### src/rtl/alu_cmd_ctrl.sv
// alu_cmd_ctrl: command-side initiator for a clocked ALU.
//
// Accepts framed commands from a byte stream, drives registered ALU operands and
// function code, waits out the ALU latency, captures result + flags and returns
// a 3-byte response over a valid/ready handshake.
//
// Frames:  0xCC, A_hi, A_lo, B_hi, B_lo, FUN   full operation
//          0xDD, FUN                           reuse current alu_a / alu_b
//
// Ports:
//   clk, rst              clock (rising edge), async active-high reset
//   rx_data, rx_valid     incoming command byte + 1-cycle strobe
//   alu_a, alu_b, alu_fun registered ALU operands / function code
//   alu_out, alu_flags    ALU result and {arith, logic, cmp, shift} flags
//   tx_data, tx_valid,    response byte stream (valid/ready)
//   tx_ready
//   busy                  high whenever not idle
//   cmd_err               1-cycle pulse: bad opcode or frame timeout
//   rx_ovr                1-cycle pulse: byte dropped while computing/responding
module alu_cmd_ctrl #(
    parameter int unsigned ALU_LAT     = 1,
    parameter int unsigned TIMEOUT_CYC = 1024
) (
    input  logic        clk,
    input  logic        rst,
    input  logic [7:0]  rx_data,
    input  logic        rx_valid,
    output logic [15:0] alu_a,
    output logic [15:0] alu_b,
    output logic [3:0]  alu_fun,
    input  logic [16:0] alu_out,
    input  logic [3:0]  alu_flags,
    output logic [7:0]  tx_data,
    output logic        tx_valid,
    input  logic        tx_ready,
    output logic        busy,
    output logic        cmd_err,
    output logic        rx_ovr
);

    localparam logic [7:0] OpFull  = 8'hCC;
    localparam logic [7:0] OpReuse = 8'hDD;

    typedef enum logic [3:0] {
        StIdle,
        StGetAh,
        StGetAl,
        StGetBh,
        StGetBl,
        StGetFun,
        StAluWait,
        StSend0,
        StSend1,
        StSend2
    } state_e;

    state_e      state_q, state_d;
    logic [15:0] a_sh_q, a_sh_d;
    logic [15:0] b_sh_q, b_sh_d;
    logic [15:0] alu_a_q, alu_a_d;
    logic [15:0] alu_b_q, alu_b_d;
    logic [3:0]  alu_fun_q, alu_fun_d;
    logic [7:0]  tx_data_q, tx_data_d;
    logic        tx_valid_q, tx_valid_d;
    logic        cmd_err_q, cmd_err_d;
    logic        rx_ovr_q, rx_ovr_d;
    logic [2:0]  wait_cnt_q, wait_cnt_d;
    logic [15:0] to_cnt_q, to_cnt_d;
    logic [20:0] res_q, res_d;
    logic        in_get;

    assign in_get = (state_q == StGetAh) || (state_q == StGetAl) || (state_q == StGetBh) ||
                    (state_q == StGetBl) || (state_q == StGetFun);

    always_comb begin
        state_d    = state_q;
        a_sh_d     = a_sh_q;
        b_sh_d     = b_sh_q;
        alu_a_d    = alu_a_q;
        alu_b_d    = alu_b_q;
        alu_fun_d  = alu_fun_q;
        tx_data_d  = tx_data_q;
        tx_valid_d = tx_valid_q;
        cmd_err_d  = 1'b0;
        rx_ovr_d   = 1'b0;
        wait_cnt_d = wait_cnt_q;
        to_cnt_d   = 16'd0;
        res_d      = res_q;

        unique case (state_q)
            StIdle: begin
                if (rx_valid) begin
                    if (rx_data == OpFull) begin
                        state_d = StGetAh;
                    end else if (rx_data == OpReuse) begin
                        // Seed the shadows so the FUN byte commits the unchanged operands.
                        a_sh_d  = alu_a_q;
                        b_sh_d  = alu_b_q;
                        state_d = StGetFun;
                    end else begin
                        cmd_err_d = 1'b1;
                    end
                end
            end
            StGetAh: begin
                if (rx_valid) begin
                    a_sh_d[15:8] = rx_data;
                    state_d      = StGetAl;
                end
            end
            StGetAl: begin
                if (rx_valid) begin
                    a_sh_d[7:0] = rx_data;
                    state_d     = StGetBh;
                end
            end
            StGetBh: begin
                if (rx_valid) begin
                    b_sh_d[15:8] = rx_data;
                    state_d      = StGetBl;
                end
            end
            StGetBl: begin
                if (rx_valid) begin
                    b_sh_d[7:0] = rx_data;
                    state_d     = StGetFun;
                end
            end
            StGetFun: begin
                if (rx_valid) begin
                    // Operands and function commit on the same edge.
                    alu_a_d    = a_sh_q;
                    alu_b_d    = b_sh_q;
                    alu_fun_d  = rx_data[3:0];
                    wait_cnt_d = 3'd0;
                    state_d    = StAluWait;
                end
            end
            StAluWait: begin
                rx_ovr_d = rx_valid;
                // wait_cnt_q == k-1 at the k-th edge after FUN; capture at edge ALU_LAT+1.
                if (wait_cnt_q == 3'(ALU_LAT)) begin
                    res_d      = {alu_flags, alu_out};
                    tx_data_d  = {3'b000, alu_flags, alu_out[16]};
                    tx_valid_d = 1'b1;
                    wait_cnt_d = 3'd0;
                    state_d    = StSend0;
                end else begin
                    wait_cnt_d = wait_cnt_q + 3'd1;
                end
            end
            StSend0: begin
                rx_ovr_d = rx_valid;
                if (tx_ready) begin
                    tx_data_d = res_q[15:8];
                    state_d   = StSend1;
                end
            end
            StSend1: begin
                rx_ovr_d = rx_valid;
                if (tx_ready) begin
                    tx_data_d = res_q[7:0];
                    state_d   = StSend2;
                end
            end
            StSend2: begin
                rx_ovr_d = rx_valid;
                if (tx_ready) begin
                    tx_valid_d = 1'b0;
                    state_d    = StIdle;
                end
            end
            default: begin
                state_d = StIdle;
            end
        endcase

        // Inter-byte timeout; a byte in this cycle always wins over expiry.
        if (in_get && !rx_valid) begin
            if (to_cnt_q == 16'(TIMEOUT_CYC - 1)) begin
                state_d   = StIdle;
                cmd_err_d = 1'b1;
            end else begin
                to_cnt_d = to_cnt_q + 16'd1;
            end
        end
    end

    always_ff @(posedge clk or posedge rst) begin
        if (rst) begin
            state_q    <= StIdle;
            a_sh_q     <= 16'd0;
            b_sh_q     <= 16'd0;
            alu_a_q    <= 16'd0;
            alu_b_q    <= 16'd0;
            alu_fun_q  <= 4'd0;
            tx_data_q  <= 8'd0;
            tx_valid_q <= 1'b0;
            cmd_err_q  <= 1'b0;
            rx_ovr_q   <= 1'b0;
            wait_cnt_q <= 3'd0;
            to_cnt_q   <= 16'd0;
            res_q      <= 21'd0;
        end else begin
            state_q    <= state_d;
            a_sh_q     <= a_sh_d;
            b_sh_q     <= b_sh_d;
            alu_a_q    <= alu_a_d;
            alu_b_q    <= alu_b_d;
            alu_fun_q  <= alu_fun_d;
            tx_data_q  <= tx_data_d;
            tx_valid_q <= tx_valid_d;
            cmd_err_q  <= cmd_err_d;
            rx_ovr_q   <= rx_ovr_d;
            wait_cnt_q <= wait_cnt_d;
            to_cnt_q   <= to_cnt_d;
            res_q      <= res_d;
        end
    end

    assign alu_a    = alu_a_q;
    assign alu_b    = alu_b_q;
    assign alu_fun  = alu_fun_q;
    assign tx_data  = tx_data_q;
    assign tx_valid = tx_valid_q;
    assign cmd_err  = cmd_err_q;
    assign rx_ovr   = rx_ovr_q;
    assign busy     = (state_q != StIdle);

endmodule

### config.mk
export PLATFORM = sky130hd
export DESIGN_NAME = alu_cmd_ctrl
export DESIGN_NICKNAME = d
export VERILOG_FILES = /design/src/rtl/alu_cmd_ctrl.sv
export SDC_FILE = /design/constraint.sdc
export NUM_CORES = 1
export LEC_CHECK = 0
export ABC_CLOCK_PERIOD_IN_PS = 12300
export CAP_MARGIN = 15
export CORE_MARGIN = 2
export CORE_UTILIZATION = 58
export CTS_CLUSTER_SIZE = 24
export DETAILED_ROUTE_END_ITERATION = 6
export HOLD_SLACK_MARGIN = 0.15
export PLACE_DENSITY = 0.83
export SYNTH_ARGS = -nofsm -noshare
export SYNTH_HDL_FRONTEND = slang
export SYNTH_SLANG_ARGS = --single-unit
### constraint.sdc
create_clock -name clk -period 12.3 [get_ports clk]
set_input_delay 3.075 -clock clk [delete_from_list [all_inputs] [get_ports clk]]
set_output_delay 3.075 -clock clk [all_outputs]
set_load 0.1 [all_outputs]
==> metrics.cfg, run 1 <==
[detailed_routing]
ant_nets=0
drtPass1Iterations=5
drt_iter0_markers=276
wl_mm=12.1
drc=0
vias=3780
routedWlPerCell_um=18.7
viasPerCell=5.83

[final_layout]
nFillCells=576
multi_input_area_um2=2180
seqCellArea_um2=2950
final_layout_size_suffix_gt1_frac=0.178
nNetsFinal=561
design_area_um2=6690
fin_util=0.760
antennaDiodeCount=0
area_growth_pct=25.7

[timing]
slew-limit-headroom=0.276
worstMarginPinSlew_ps=1080
rsz0062_at_grt=false
final.min_clock_period_ps=5680
period_share=0.462
hold_viol_final=0
max_freq_mhz=176
setup_tns_ps=0
setup_slack_ps=6620
setup_viol=0
finalClockSkew_ps=5.38
slew_violations=0

[outcome]
status=finished clean

[min_path]
min_path_type=flop to flop
min_from=a_sh_q[7]

[critical_path]
crit_fanout=17
arrival_ps=2610
critPathLaunch=state_q[0]
end_kind=primary output
reg2reg_from=state_q[0]
crit_required_ps=9220
critical_path_class=flop to primary output
startpoint_type=flop

[grt]
overflow=0
grt_pass1_vias=3914
antenna_found_initial=0
grt_pass1_wl_mm=19.8
grt.total_usage=0.259
grt_max_degree=63

[die]
die_h_um=99.8
die_w_um=99.8
ioPinCount=81
die_area_um2=9960
core_um2=8810
initial_core_util=0.604
row_count=34

[flow_run]
cap_violations=0

[synth]
synth_edf_count=0
ys_top_cells_by_count=dfrtp_1 (118), mux2_2 (44), nor2_1 (36), o21ai_0 (34)
ys_warn_count=0
synth_top_cell_by_area=dfrtp_1
syn_inst=447
ys_types=50
ys_seq_elements=118
synthFlopType=dfrtp_1
synth_top_cells_by_area=dfrtp_1 (56%), mux2_2 (9.3%), mux2i_1 (6.2%)
avgSynthCellArea_um2=11.9
syn_nets=481
yosys.area.top_type_share=0.555
seq_area_frac_synth=0.555
synth_most_common_cell=dfrtp_1
synth_area_um2=5320
async_reset_ff_frac=1.00

[clock_network]
clk_path_buf_depth=2
cts_tree=done
root_buffer=clkbuf_8
postCtsHoldBufs=0
cts_buffers=17
cts.sinks=118
clk_pin_slew_ps=60
post_cts_resized=0
h-tree-depth=4
postCtsSetupRepairBufs=0
insertion_delay_ps=510

[pwr]
p_per_area_nw_per_um2=304
ir_drop_v=0.000196
power.leakage_nw=2.89

[place]
dpl-instance-area_um2=6140
hpwl_mm=7.33
dp_worst_setup_slack_ps=6860
gp_congestion=0.773
portBuffers=80

[kinds of logic after synthesis]
group                      after synthesis  synth area share
buffers and inverters                   35            0.0353
and+or+nand+nor                        111             0.102
AOI/OAI and AO/OA                       73            0.0842
DFF                                    118             0.555
adders and majority gates                1           0.00235
xor gates and xnor gates                16            0.0263
muxes                                   93             0.195
[power breakdown]
| part | internal (W) | switching, W | total [W] |
|---|---|---|---|
| Sequential | 0.000520 | 0.000108 | 0.000628 |
| Combinational | 0.000274 | 0.000680 | 0.000954 |
| Clock | 0.000268 | 0.000183 | 0.000451 |
| Total | 0.00106 | 0.000971 | 0.00203 |
[path summary, 6_finish.rpt]
check,end,slack (ps),cells past startpoint
worst max-delay path,busy,6620,3
worst min register to register,a_sh_q[7],480,2
worst min-delay path,a_sh_q[7],480,2
max in group asynchronous,res_q[7],8030,3
min in group asynchronous,b_sh_q[10],3050,2
worst max register to register,tx_data[2],9580,4
[per-stage QoR]
stage	instances	hold WS, ps	total power, W
global placement	616	456	0.00155
finish	648	478	0.00203
global route	648	503	0.00212
floorplan	447	444	0.00136
CTS	648	480	0.00204
detailed placement	616	466	0.00157
[metal layers]
layer,part of all wire,vias to the layer above,global-route usage
met5,0,-,0
met1,0.43,1886,0.344
met2,0.50,134,0.411
met3,0.052,23,0.0724
met4,0.021,0,0.0980
li1,-,1737,-
[flip-flops by register name, summed over array words and instances, names as in the netlist, 3 cells and up]
name	cells
to_cnt_q	16
wait_cnt_q	3
tx_data	8
alu_a	16
a_sh_q	16
alu_fun	4
res_q	16
state_q	4
b_sh_q	16
alu_b	16
[final cells by class]
type / count / area share
tap: 108 / 0.0202
inverter: 14 / 0.00823
clock inverter: 15 / 0.0196
multi-input combinational: 294 / 0.327
sequential: 118 / 0.441
timing repair buffer: 82 / 0.122
clock buffer: 17 / 0.0619
[worst max-delay path, cell delays in order (launching register included)]
cell	delay, ps
dfrtp_1	690
nor2_2	160
nand2_1	120
clkdlybuf4s50_1	1130
[cells in the final DEF, fill, tap and decap left out, drive strengths merged, types with 2 or more instances in the layout]
cell           count
a21o               2
or2                2
or3                2
and3               6
nor2              38
nor3               5
clkbuf            17
inv               17
a21oi             15
nand2             33
a22o               3
clkinv             6
buf                2
a31oi              2
a211o              3
nand3             11
xor2               7
a22oi              5
nand2b             2
clkdlybuf4s50     80
clkinvlp           5
o21ai             35
dfrtp            118
nand4              4
a211oi             2
xnor2              9
mux2              60
mux2i             33
No activity file was read; power rests on OpenSTA's default activity.
==> run 2, diff against run 1 <==
==> config.mk (replaced) <==
export PLATFORM = sky130hd
export DESIGN_NAME = alu_cmd_ctrl
export DESIGN_NICKNAME = d
export VERILOG_FILES = /design/src/rtl/alu_cmd_ctrl.sv
export SDC_FILE = /design/constraint.sdc
export NUM_CORES = 1
export LEC_CHECK = 0
export ABC_CLOCK_PERIOD_IN_PS = 4760
export CAP_MARGIN = 15
export CORE_MARGIN = 2
export CORE_UTILIZATION = 49
export CTS_CLUSTER_SIZE = 24
export DETAILED_ROUTE_END_ITERATION = 6
export HOLD_SLACK_MARGIN = 0.15
export PLACE_DENSITY = 0.74
export SYNTH_ARGS = -nofsm -noshare
export SYNTH_HDL_FRONTEND = slang
export SYNTH_SLANG_ARGS = --single-unit
==> constraint.sdc (replaced) <==
create_clock -name clk -period 4.76 [get_ports clk]
set_input_delay 1.19 -clock clk [delete_from_list [all_inputs] [get_ports clk]]
set_output_delay 1.19 -clock clk [all_outputs]
set_load 0.1 [all_outputs]
==> run 2 against run 1 <==
  * Clock skew rose by 6.1 ps
  * Critical path depth did not move
  * Count of clock-buffer cells in the layout rose by 7
  * Register-to-register slack got worse by 7500 ps
  * Design area rose by 1.2%
  * Global-route usage fell by 4.9 points
  * Utilization fell by 13 points
  * Combinational power rose to 2.6 times the previous value
  * Sequential power rose to 2.6 times the previous value
  * Sequential share of layout area fell by 0.54 points
  * Non-clock buffer count rose by 2
==> metrics.cfg, run 2 (synthesis results as in run 1) <==
[outcome]
status=finished clean

[min_path]
min_path_type=flop to flop

[critical_path]
crit_fanout=15  ; -2
critPathLaunch=state_q[1]
worst-path-buf-inv=1  ; unchanged
crit_required_ps=3570  ; -5650 ps
critical_path_class=flop to primary output
crit_cells=3  ; unchanged
cpLargestDelayFamily=buffers and inverters
end_kind=primary output
cp_slowest_stage_delay_ps=1170  ; +40 ps
r2r_slack_ps=2110  ; -7470 ps
arrival_ps=2590  ; -20 ps
crit_path_cell_trace=nor2_2 -> nand2_1 -> clkdlybuf4s50_1
startpoint_type=flop
reg2reg_to=tx_data[1]
rr_worst_depth=4  ; unchanged
endpoint=busy
reg2reg_from=state_q[0]
slowest_stage=clkdlybuf4s50_1

[timing]
holdWs_ps=480  ; +1.15 ps
setup_slack_ps=981  ; -5630 ps
slew_violations=0  ; unchanged
setup_tns_ps=0  ; unchanged
hold_viol_final=0  ; unchanged
finalClockSkew_ps=11.5  ; +6.12 ps
final.min_clock_period_ps=3780
slew-limit-headroom=0.300  ; +0.0243
setup_viol=0  ; unchanged
period_share=0.794
rsz0062_at_grt=false
worstMarginPinSlew_ps=1050  ; -37.1 ps
max_freq_mhz=265

[detailed_routing]
ant_nets=0  ; unchanged
drtPass1Iterations=4  ; -1
viasPerCell=5.38  ; -7.8%
routedWlPerCell_um=16.7  ; -11%
wl_mm=11.3  ; -6.6%
drt_iter0_markers=228  ; -17%
drc=0  ; unchanged
vias=3648  ; -3.5%

[clock_network]
post_cts_resized=0  ; unchanged
h-tree-depth=4  ; unchanged
clk_path_buf_depth=2  ; unchanged
root_buffer=clkbuf_8
cts_tree=done
insertion_delay_ps=510  ; about the same
clk_pin_slew_ps=50  ; about the same
cts.sinks=118  ; unchanged
postCtsHoldBufs=0  ; unchanged
cts_buffers=17  ; unchanged
postCtsSetupRepairBufs=0  ; unchanged

[pwr]
ir_drop_v=0.000453  ; +130%
p_per_area_nw_per_um2=778  ; +160%
power.leakage_nw=2.93  ; +1.3%
power_w=0.00526  ; +160%

[place]
hpwl_mm=7.47  ; +1.9%
dp.cells=650  ; +5.5%
portBuffers=80  ; unchanged
gp_congestion=0.769  ; -0.57%
dp_worst_setup_slack_ps=1480  ; -5380 ps

[final_layout]
antennaDiodeCount=0  ; unchanged
area_growth_pct=27.3
nFillCells=851  ; +48%
nNetsFinal=563  ; +0.36%
seqCellArea_um2=2950  ; unchanged
stdcell_count=678  ; +4.6%
final_layout_size_suffix_gt1_frac=0.171  ; -0.00677
final_common_cell=dfrtp_1
layout_common_cells=dfrtp_1 (118), clkdlybuf4s50_1 (80), mux2_2 (44)
multi_input_area_um2=2180  ; unchanged

[grt]
grt_max_degree=100  ; +59%
antenna_found_initial=0  ; unchanged
overflow=0  ; unchanged
grt_pass1_wl_mm=18.8  ; -5.2%
grt_pass1_vias=3751  ; -4.2%
grt.total_usage=0.210  ; -0.0492

[die]
row_count=38  ; +12%
die_w_um=108  ; +8.4%
core_um2=10700  ; +21%
die_area_um2=11700  ; +18%
initial_core_util=0.497  ; -0.107
ioPinCount=81  ; unchanged
die_h_um=108  ; +8.4%

[flow_run]
cap_violations=0  ; unchanged

==> run 2: routing by layer <==
metal	wire (um)	part of all wire	vias to the layer above	global-route usage
li1	-	-	1729	-
met1	5110	0.45	1812	0.267
met3	510	0.045	16	0.0464
met5	0	0	-	0
met2	5490	0.49	91	0.345
met4	186	0.016	0	0.0943
==> run 2: cell type report <==
cell class	instances	area share
Clock buffer	24	0.0724
Clock inverter	4	0.0103
Tap cell	140	0.0259
Timing Repair Buffer	84	0.125
Sequential cell	118	0.436
Multi-Input combinational cell	294	0.323
Inverter	14	0.00813
==> run 2: worst min path at each step <==
stage               start         end  slack, ps  cells past startpoint
2_1_floorplan   a_sh_q[0]   a_sh_q[0]        440                      2
3_3_place_gp    a_sh_q[3]   a_sh_q[3]        460                      2
3_5_place_dp    a_sh_q[6]   a_sh_q[6]        470                      2
4_1_cts         a_sh_q[6]   a_sh_q[6]        480                      2
5_1_grt         a_sh_q[4]   a_sh_q[4]        510                      2
6_report       b_sh_q[11]  b_sh_q[11]        480                      2
==> run 2: power breakdown <==
part           switching, W  internal [W]  total (W)  leakage [nW]
Combinational       0.00173      0.000710    0.00244          1.11
Sequential         0.000275       0.00135    0.00162          1.54
Clock              0.000403      0.000799    0.00120         0.279
Total               0.00241       0.00285    0.00526          2.93
==> run 2: tightest hold or removal path: cells and delay by family, from the launching register on <==
family / cells / cell delay, ps
AND/OR/NAND/NOR: 1 / 50
flip-flops: 1 / 340
AO/OA/AOI/OAI: 1 / 60
==> run 2: per-stage QoR <==
step / util / area [um2]
6_report: 0.633 / 6770
4_1_cts: 0.633 / 6770
3_3_place_gp: 0.581 / 6210
2_1_floorplan: - / 5320
5_1_grt: 0.633 / 6770
3_5_place_dp: 0.581 / 6210
==> run 3, diff against run 2 <==
==> config.mk (replaced) <==
export PLATFORM = sky130hd
export DESIGN_NAME = alu_cmd_ctrl
export DESIGN_NICKNAME = d
export VERILOG_FILES = /design/src/rtl/alu_cmd_ctrl.sv
export SDC_FILE = /design/constraint.sdc
export NUM_CORES = 1
export LEC_CHECK = 0
export ABC_CLOCK_PERIOD_IN_PS = 3500
export CAP_MARGIN = 15
export CORE_MARGIN = 2
export CORE_UTILIZATION = 54
export CTS_CLUSTER_SIZE = 24
export DETAILED_ROUTE_END_ITERATION = 6
export HOLD_SLACK_MARGIN = 0.15
export PLACE_DENSITY = 0.78
export SYNTH_ARGS = -nofsm -noshare
export SYNTH_HDL_FRONTEND = slang
export SYNTH_SLANG_ARGS = --single-unit
==> constraint.sdc (replaced) <==
create_clock -name clk -period 3.5 [get_ports clk]
set_input_delay 0.875 -clock clk [delete_from_list [all_inputs] [get_ports clk]]
set_output_delay 0.875 -clock clk [all_outputs]
set_load 0.1 [all_outputs]
==> run 3 against run 2 <==
  * Register-to-register slack worse by 1000 ps
  * Clock power up 32%
  * Non-clock buffer count up 6
  * Clock skew down 3.5 ps
  * Worst setup slack worse by 170 ps
  * Global-route usage up 3.7 points
  * Utilization up 5.8 points
  * Critical path depth unchanged
  * Combinational power up 34%
==> metrics.cfg, run 3 (synthesis results as in run 1) <==
[critical_path]
startpoint_type=flop
arrival_ps=1810  ; -780 ps
reg2reg_to=tx_data[4]
critical_path_class=flop to primary output
rr_worst_depth=5  ; +1
crit_fanout=17  ; +2
r2r_slack_ps=1100  ; -1010 ps
reg2reg_from=state_q[0]
end_kind=primary output
crit_required_ps=2620  ; -950 ps

[detailed_routing]
viasPerCell=5.48  ; +1.9%
dr.max_layer_used=met4
wl_mm=12.0  ; +6.2%
routedWlPerCell_um=17.7  ; +6.2%
vias=3718  ; +1.9%
drt_iter0_markers=188  ; -18%
drtPass1Iterations=4  ; unchanged
wl_met2_mm=6.04  ; +10%
drc=0  ; unchanged
ant_nets=0  ; unchanged
wl_met1_mm=5.27  ; +3.0%
route.met3.wl_um=509  ; -0.20%

[clock_network]
post_cts_resized=0  ; unchanged
cts_buffers=17  ; unchanged
cts_tree=done
h-tree-depth=4  ; unchanged
cts.sinks=118  ; unchanged
clk_pin_slew_ps=50  ; about the same
insertion_delay_ps=520  ; about the same
postCtsHoldBufs=0  ; unchanged
root_buffer=clkbuf_8
clk_path_buf_depth=2  ; unchanged
postCtsSetupRepairBufs=0  ; unchanged

[final_layout]
final_layout_size_suffix_gt1_frac=0.268  ; +0.0969
area_growth_pct=25.8
antennaDiodeCount=0  ; unchanged
nNetsFinal=569  ; +1.1%
final_common_cell=dfrtp_1
layout_common_cells=dfrtp_1 (118), buf_4 (55), mux2_2 (44)

[timing]
period_share=0.768
max_freq_mhz=372
setup_slack_ps=811  ; -171 ps
final.min_clock_period_ps=2690
setup_viol=0  ; unchanged
slew_violations=0  ; unchanged
finalClockSkew_ps=7.96  ; -3.54 ps
slew-limit-headroom=0.382  ; +0.0820
rsz0062_at_grt=false
setup_tns_ps=0  ; unchanged
hold_viol_final=0  ; unchanged
worstMarginPinSlew_ps=921  ; -125 ps

[min_path]
hold_end=b_sh_q[8]
min_from=b_sh_q[8]
min_path_type=flop to flop
hold_depth=2  ; unchanged

[grt]
grt_pass1_vias=3900  ; +4.0%
antenna_found_initial=0  ; unchanged
grt.total_usage=0.246  ; +0.0365
grt_pass1_wl_mm=19.5  ; +3.7%
overflow=0  ; unchanged
grt_max_degree=51  ; -49%

[die]
row_count=36  ; -5.3%
die_area_um2=10700  ; -8.9%
initial_core_util=0.549  ; +0.0520
die_w_um=103  ; -4.6%
ioPinCount=81  ; unchanged
die_h_um=103  ; -4.6%
core_um2=9680  ; -9.5%

[pwr]
power_w=0.00708  ; +34%
ir_drop_v=0.000528  ; +17%
p_per_area_nw_per_um2=1060  ; +36%
power.leakage_nw=3.04  ; +3.5%

[place]
portBuffers=80  ; unchanged
hpwl_mm=7.86  ; +5.1%
dp_worst_setup_slack_ps=537  ; -947 ps
gp_congestion=0.801  ; +4.2%

[outcome]
status=finished clean

[flow_run]
cap_violations=0  ; unchanged

-- run 3: cell types whose count changed in the layout (fill, tap and decap cells not counted) --
cell	delta
inv_4	-1
clkbuf_1	+1
clkinv_2	+1
clkinvlp_4	+1
bufinv_16	-1
buf_4	+52
clkdlybuf4s50_1	-48
buf_12	+2
-- run 3: worst max-delay path by stage --
stage	from	end	slack [ps]	depth (start not counted)
2_1_floorplan	rst	a_sh_q[0]	1180	1
6_report	state_q[0]	busy	810	3
5_1_grt	state_q[0]	busy	720	3
3_3_place_gp	rx_valid	b_sh_q[6]	590	5
3_5_place_dp	rx_valid	b_sh_q[2]	540	6
4_1_cts	state_q[0]	busy	800	3
-- run 3: final cells by class --
cell class | instances | area (um2)
sequential | 118 | 2950
fill | 720 | 2990
clock inverter | 4 | 45.0
inverter | 14 | 56.3
timing repair buffer | 90 | 793
tap | 133 | 166
multi-input combinational | 294 | 2180
clock buffer | 25 | 494
-- run 3: per-layer routing --
layer,up-vias,GRT usage
met2,87,0.395
met3,16,0.0726
met1,1874,0.323
li1,1741,-
met5,-,0
met4,0,0.0860
-- run 3: critical path, cell delays in order (launching register included) --
cell and delay [ps]:
dfrtp_1 680, nor2_2 150, nand2_1 150, buf_4 310
-- run 3: report_power, final --
group	switching (W)	leakage [nW]	total [W]	internal (W)
logic	0.00239	1.22	0.00328	0.000894
clock network	0.000563	0.270	0.00158	0.00102
registers	0.000385	1.54	0.00221	0.00183
-- run 3: metrics by stage --
| stage | instances | hold WS [ps] | cell area (um2) | utilization |
|---|---|---|---|---|
| 6_report | 678 | 476 | 6690 | 0.691 |
| 5_1_grt | 678 | 510 | 6690 | 0.691 |
| 3_5_place_dp | 649 | 470 | 6150 | 0.635 |
| 2_1_floorplan | 447 | 444 | 5320 | - |
| 3_3_place_gp | 649 | 457 | 6150 | 0.635 |
| 4_1_cts | 678 | 482 | 6690 | 0.691 |
